===== config.mk =====
export PLATFORM = sky130hd
export DESIGN_NAME = binary_to_bcd_seq
export DESIGN_NICKNAME = d
export VERILOG_FILES = /design/src/rtl/binary_to_bcd_seq.sv
export SDC_FILE = /design/constraint.sdc
export NUM_CORES = 1
export LEC_CHECK = 0
export CORE_MARGIN = 2
export CORE_UTILIZATION = 59
export DETAILED_ROUTE_END_ITERATION = 6
export MAX_ROUTING_LAYER = met4
export PLACE_DENSITY = 0.85
export SKIP_CTS_REPAIR_TIMING = 1
export SYNTH_ARGS = -nofsm -noshare
export SYNTH_HDL_FRONTEND = slang
export SYNTH_SLANG_ARGS = --single-unit

===== constraint.sdc =====
create_clock -name Clk -period 6.7 [get_ports Clk]
set_input_delay 0.67 -clock Clk [delete_from_list [all_inputs] [get_ports Clk]]
set_output_delay 0.67 -clock Clk [all_outputs]
set_load 0.02 [all_outputs]

===== src/rtl/binary_to_bcd_seq.sv =====
// Iterative shift-add-3 binary-to-BCD converter, one input bit per clock.
// Adds a start/busy/done handshake, a two's-complement mode, overflow saturation and a leading-zero blank mask.
module binary_to_bcd_seq #(
    parameter int WIDTH  = 36,
    parameter int DIGITS = 9
) (
    input  logic                  Clk,
    input  logic                  Reset,
    input  logic                  start,
    input  logic                  is_signed,
    input  logic [WIDTH-1:0]      data,
    output logic                  busy,
    output logic                  done,
    output logic [4*DIGITS-1:0]   bcd,
    output logic                  negative,
    output logic                  overflow,
    output logic [DIGITS-1:0]     blank
);

    localparam int BW = 4 * DIGITS;
    localparam int CW = $clog2(WIDTH + 1);

    localparam logic [1:0] IDLE   = 2'd0;
    localparam logic [1:0] SHIFT  = 2'd1;
    localparam logic [1:0] FINISH = 2'd2;

    localparam logic [DIGITS-1:0] BLANK_RST = {DIGITS{1'b1}} ^ DIGITS'(1);
    localparam logic [BW-1:0]     ALL_NINES = {DIGITS{4'h9}};

    logic [1:0]       state;
    logic [CW-1:0]    cnt;
    logic [BW-1:0]    work_bcd;
    logic [WIDTH-1:0] work_mag;
    logic             work_neg;
    logic             work_ovf;

    logic [BW-1:0]     adj_bcd;
    logic [WIDTH-1:0]  load_mag;
    logic              load_neg;
    logic [BW-1:0]     res_bcd;
    logic [DIGITS-1:0] res_blank;

    assign busy = (state != IDLE);

    // Negating the most negative value wraps to 2^(WIDTH-1), which is the correct unsigned magnitude.
    assign load_neg = is_signed & data[WIDTH-1];
    assign load_mag = load_neg ? (~data + WIDTH'(1)) : data;

    // NOTE: every variable written in always_comb gets a default first, so no path leaves it unassigned and no latch is inferred.
    always_comb begin
        adj_bcd = work_bcd;
        for (int k = 0; k < DIGITS; k++) begin
            if (work_bcd[4*k +: 4] >= 4'd5)
                adj_bcd[4*k +: 4] = work_bcd[4*k +: 4] + 4'd3;
        end
    end

    // Blank bit k marks digit k as a leading zero; digit 0 is always shown.
    always_comb begin
        logic all_zero;
        res_bcd   = work_ovf ? ALL_NINES : work_bcd;
        res_blank = '0;
        all_zero  = 1'b1;
        for (int k = DIGITS - 1; k >= 1; k--) begin
            all_zero     = all_zero & (res_bcd[4*k +: 4] == 4'd0);
            res_blank[k] = all_zero;
        end
    end

    // NOTE: sequential state uses non-blocking assignments so every register samples pre-edge values.
    always_ff @(posedge Clk) begin
        if (Reset) begin
            state    <= IDLE;
            cnt      <= '0;
            work_bcd <= '0;
            work_mag <= '0;
            work_neg <= 1'b0;
            work_ovf <= 1'b0;
            done     <= 1'b0;
            bcd      <= '0;
            negative <= 1'b0;
            overflow <= 1'b0;
            blank    <= BLANK_RST;
        end else begin
            done <= 1'b0;
            case (state)
                IDLE: begin
                    if (start) begin
                        work_mag <= load_mag;
                        work_neg <= load_neg;
                        work_bcd <= '0;
                        work_ovf <= 1'b0;
                        cnt      <= CW'(WIDTH);
                        state    <= SHIFT;
                    end
                end
                SHIFT: begin
                    // A carry out of the top digit means the value no longer fits in DIGITS digits.
                    {work_bcd, work_mag} <= {adj_bcd[BW-2:0], work_mag, 1'b0};
                    work_ovf             <= work_ovf | adj_bcd[BW-1];
                    cnt                  <= cnt - CW'(1);
                    if (cnt == CW'(1))
                        state <= FINISH;
                end
                FINISH: begin
                    bcd      <= res_bcd;
                    blank    <= res_blank;
                    negative <= work_neg;
                    overflow <= work_ovf;
                    done     <= 1'b1;
                    state    <= IDLE;
                end
                default: state <= IDLE;
            endcase
        end
    end

endmodule

* Word level (Yosys, flattened, before mapping)
Cells that the tools add are included.
** Operators by class
- Eq/ne operators :: 5
- Multiplexer cells :: 23
- $add $sub $neg :: 11
- Magnitude comparators :: 9
- Reduce and logical (&&, ||, !) cells :: 14
- Bitwise operators :: 10
** Operator list (count)
- $mux W36 :: 4
- $pmux W36 S2 :: 2
- $add A36 B1 Y36 const B :: 1
- $add A4 B2 Y4 const B :: 9
- $ge A4 B3 Y1 const B :: 9
- $mux W4 :: 9
- $not A36 Y36 :: 1
- $logic_not A4 Y1 :: 8
- $pmux W6 S2 :: 1
- $and A1 B1 Y1 :: 8
- $eq A6 B1 Y1 const B :: 1
- $mux W6 :: 1
- $reduce_and A2 Y1 :: 3
- $sub A6 B1 Y6 const B :: 1
- $mux W2 :: 2
- $ne A2 B2 Y1 const B :: 2
- $pmux W2 S2 :: 1
- $reduce_bool A2 Y1 :: 2
- $eq A2 B1 Y1 const B :: 1
- $eq A2 B2 Y1 const B :: 1
- $logic_not A2 Y1 :: 1
- $mux W1 :: 2
- $pmux W1 S2 :: 1
- $or A1 B1 Y1 :: 1
** Storage, ports and cells
- Register bits after elaboration :: 129
- Bits of input ports :: 40
- Output and inout port bits :: 49

* Depth between registers and ports, before layout
- Word-level depth :: 9
- Gate-level depth with buffers :: 8
- Gate-level depth less buffers :: 7

* Worst setup path after synthesis
OpenSTA, ideal clock, no wires.
- Path kind :: input to register
- Start :: input port data[0]
- End :: register work_mag[30]
- Cell stages on the path :: 7
- Path slack :: 4312 ps
- Arrival time :: 2254 ps
- Buffers on the path :: 0
- Setup time :: 134 ps
- Cell sequence :: inv_1 ha_1 nor3b_1 nand4b_1 o41ai_1 xor2_1 o22ai_1
** On the way
- Cells in the longest elaborated chain, start to end :: 5
** RTL lines
- start, declared :: line 11 : input logic [WIDTH-1:0] data,
- $not A36 Y36 :: line 47 : assign load_mag = load_neg ? (~data + WIDTH'(1)) : data;
- $add A36 B1 Y36 :: line 47
- $mux W36 :: line 47
- $mux W36 :: line 88 : if (start) begin
- $pmux W36 S2 :: line 86 : case (state)
- end signal, assigned :: line 89 : work_mag <= load_mag;
- end signal, assigned :: line 99 : {work_bcd, work_mag} <= {adj_bcd[BW-2:0], work_mag, 1'b0};
- end, declared :: line 33 : logic [WIDTH-1:0] work_mag;
No other way between the ends. The select of a mux whose other input is x is not followed.
A chain may end at the register's enable or synchronous reset.

* Worst setup path after layout
- Start :: input port data[0]
- End :: register work_mag[18]
Same word-level chain as after synthesis.

==> results.cfg <==
[cells_and_area]
antenna-diode-count = 0
stdcell_area_um2 = 7810
drive_above_1_share_pct = 6.11
final_net_count = 884
area_growth_pct = 23.4

[clock_tree]
cts_tree = done
htree_levels = 4
clkSlewWorstSetupHoldPaths_ns = 0.06
cts_buffer_depth = 2
cts.sinks = 129
numCtsBuffers = 17
clock-root-buffer = clkbuf_8
clock_latency_ns = 0.53

[floorplanning]
initial_utilization_pct = 61.1
die_h_um = 108
rows = 37
die_w_um = 108
dieArea_um2 = 11600
core_um2 = 10400
ioPinCount = 89

[timing]
hold_viol_final = 0
setup_violations = 0
rsz0062_at_grt = no
final.setup.tns_ns = 0
finalCritPeriodShare_pct = 42.2
slew_headroom_pct = 26.2
worst_hold_slack_ns = 0.447
min_period_ns = 2.83
worst_pin_slew_ns = 1.11
skew_ns = 0.00635
setup_ws_ns = 3.87
fmax_ghz = 0.353
drv_slew = 0

[logic_synthesis]
synth_top_area_cell = dfxtp_1
synth_cell_types = 52
synth_cells = 766
synthTopCellsByArea = dfxtp_1, a21oi_1, xnor2_1
syn_area_per_cell_um2 = 8.27
synth_top_area_share_pct = 40.8
synth_fp_nets = 827
synth-edff-count = 0
ys_async_sr_fraction_pct = 0
ys_ff_latch = 129
synthFlopType = dfxtp_1
yosys_warnings = 0
syn_area_um2 = 6330
synth.yosys.seq_area_share_pct = 40.8

[hold_path]
min_from = bcd[26]
hp-class = reg2reg
holdPathEnd = bcd[26]
holdPathStages = 2

[setup_path]
rrSetupSlack_ns = 4.36
crit_fanout = 8
arrival_ns = 3.19
crit_type = in2reg
cp.required_ns = 7.06
crit_path_end_kind = flop
timing.rr.start = work_ovf
r2r_end = blank[1]
worstRegToRegCells = 5
startpoint = data[0]
critical_path.startpoint_type = input port

[global_route]
grt_overflow = 0
grt_max_degree = 109
track_usage_pct = 28.7
grt_first_pass_wirelength_um = 26000
antenna_found_initial = 0
grt_pass1_vias = 5495

[job]
max_cap_violations = 0

[detailed_routing]
wl_per_cell_um = 16.3
via_count = 5964
drtIter0Drc = 402
via_per_inst = 6.14
postRouteAntennaNets = 0
first_pass_iters = 7
drc = 0
routed_wl_um = 15800

[place]
place.gp.congestion = 0.880
place.port_buffers = 87
post-place-ws_ns = 3.42
dp_hpwl_um = 10300
dpl-instance-area_um2 = 7230

[power]
powerDensity_nw_per_um2 = 248
power_leakage_uw = 0.00279
peakVddDrop_mv = 0.128

[outcome]
status = completed
critical path: stages:
cell and delay (ns):
clkdlybuf4s50_1 0.45, inv_1 0.09, ha_1 0.16, nor3b_1 0.78
nand4b_1 0.25, nor4_1 0.42, mux2i_1 0.26, a31oi_1 0.10
cells in the final DEF, fill, tap and decap left out, types with 10 or more instances in the layout:
cell type / synthesis / final
a21oi_1: 65 / 65
a22oi_1: 36 / 36
a31oi_1: 16 / 16
clkbuf_16: 0 / 16
clkdlybuf4s50_1: 0 / 86
dfxtp_1: 129 / 129
ha_1: 21 / 21
inv_1: 28 / 28
nand2_1: 52 / 52
nand2b_1: 11 / 10
nand3_1: 13 / 13
nor2_1: 69 / 69
nor3_1: 46 / 46
o21ai_0: 40 / 40
o22ai_1: 12 / 12
xnor2_1: 36 / 36
xor2_1: 13 / 13
sequential cells by signal, indices dropped and copies added, names as in the netlist:
signal    cells
cnt           6
done          1
work_mag     36
state         2
overflow      1
work_ovf      1
work_neg      1
bcd          36
work_bcd     36
negative      1
blank         8
worst max path at each step:
| stage | endpoint | slack [ns] | cells after the start |
|---|---|---|---|
| 5_1_grt | work_mag[18] | 3.58 | 8 |
| 2_1_floorplan | work_mag[30] | 4.31 | 7 |
| 6_report | work_mag[18] | 3.87 | 8 |
| 4_1_cts | work_mag[18] | 3.91 | 8 |
| 3_5_place_dp | work_mag[18] | 3.42 | 8 |
| 3_3_place_gp | work_mag[30] | 3.56 | 8 |
synthesized netlist by cell type, types with 6 or more instances:
cell type  instances
dfxtp_1          129
nor2_1            69
a21oi_1           65
nand2_1           52
clkbuf_1          51
nor3_1            46
o21ai_0           40
a22oi_1           36
xnor2_1           36
inv_1             28
ha_1              21
a31oi_1           16
nand3_1           13
xor2_1            13
o22ai_1           12
nand2b_1          11
o21ai_1            9
or3_1              9
or4_1              9
nand3b_1           8
nor4_1             7
o211ai_1           7
a222oi_1           6
a32oi_1            6
cell type report:
type	instances	area, µm²
inverter	28	105
multi-input combinational	552	3440
clock buffer	20	445
clock inverter	11	138
sequential	129	2580
fill	758	2560
tap	136	170
timing repair buffer	95	928
power by group:
group          switching, µW  internal, µW  total, µW
Clock                    327           580        907
Combinational            127          79.8        206
Sequential              20.6           799        820
logic make-up after synthesis:
logic type,synth area share [%]
xor gates and xnor gates,6.78
adders and majority gates,4.15
and+or+nand+nor,20.3
other,0.0592
AOI/OAI and AO/OA,22.0
muxes,0.791
buffers and inverters,5.10
DFF,40.8
per-stage QoR:
step                utilization [%]  power [µW]  cells
floorplan                         -         962    766
global placement               69.7        1030    940
detailed placement             69.7        1040    940
CTS                            75.3        1940    971
global route                   75.3        1990    971
finish                         75.3        1930    971
layer usage:
metal  routed length (µm)  track usage [%]
met1                 6590             34.0
met2                 8070             49.0
met3                  950             4.48
met4                  226             11.3
met5                    0                -
Power figures use the tool's default switching activity.
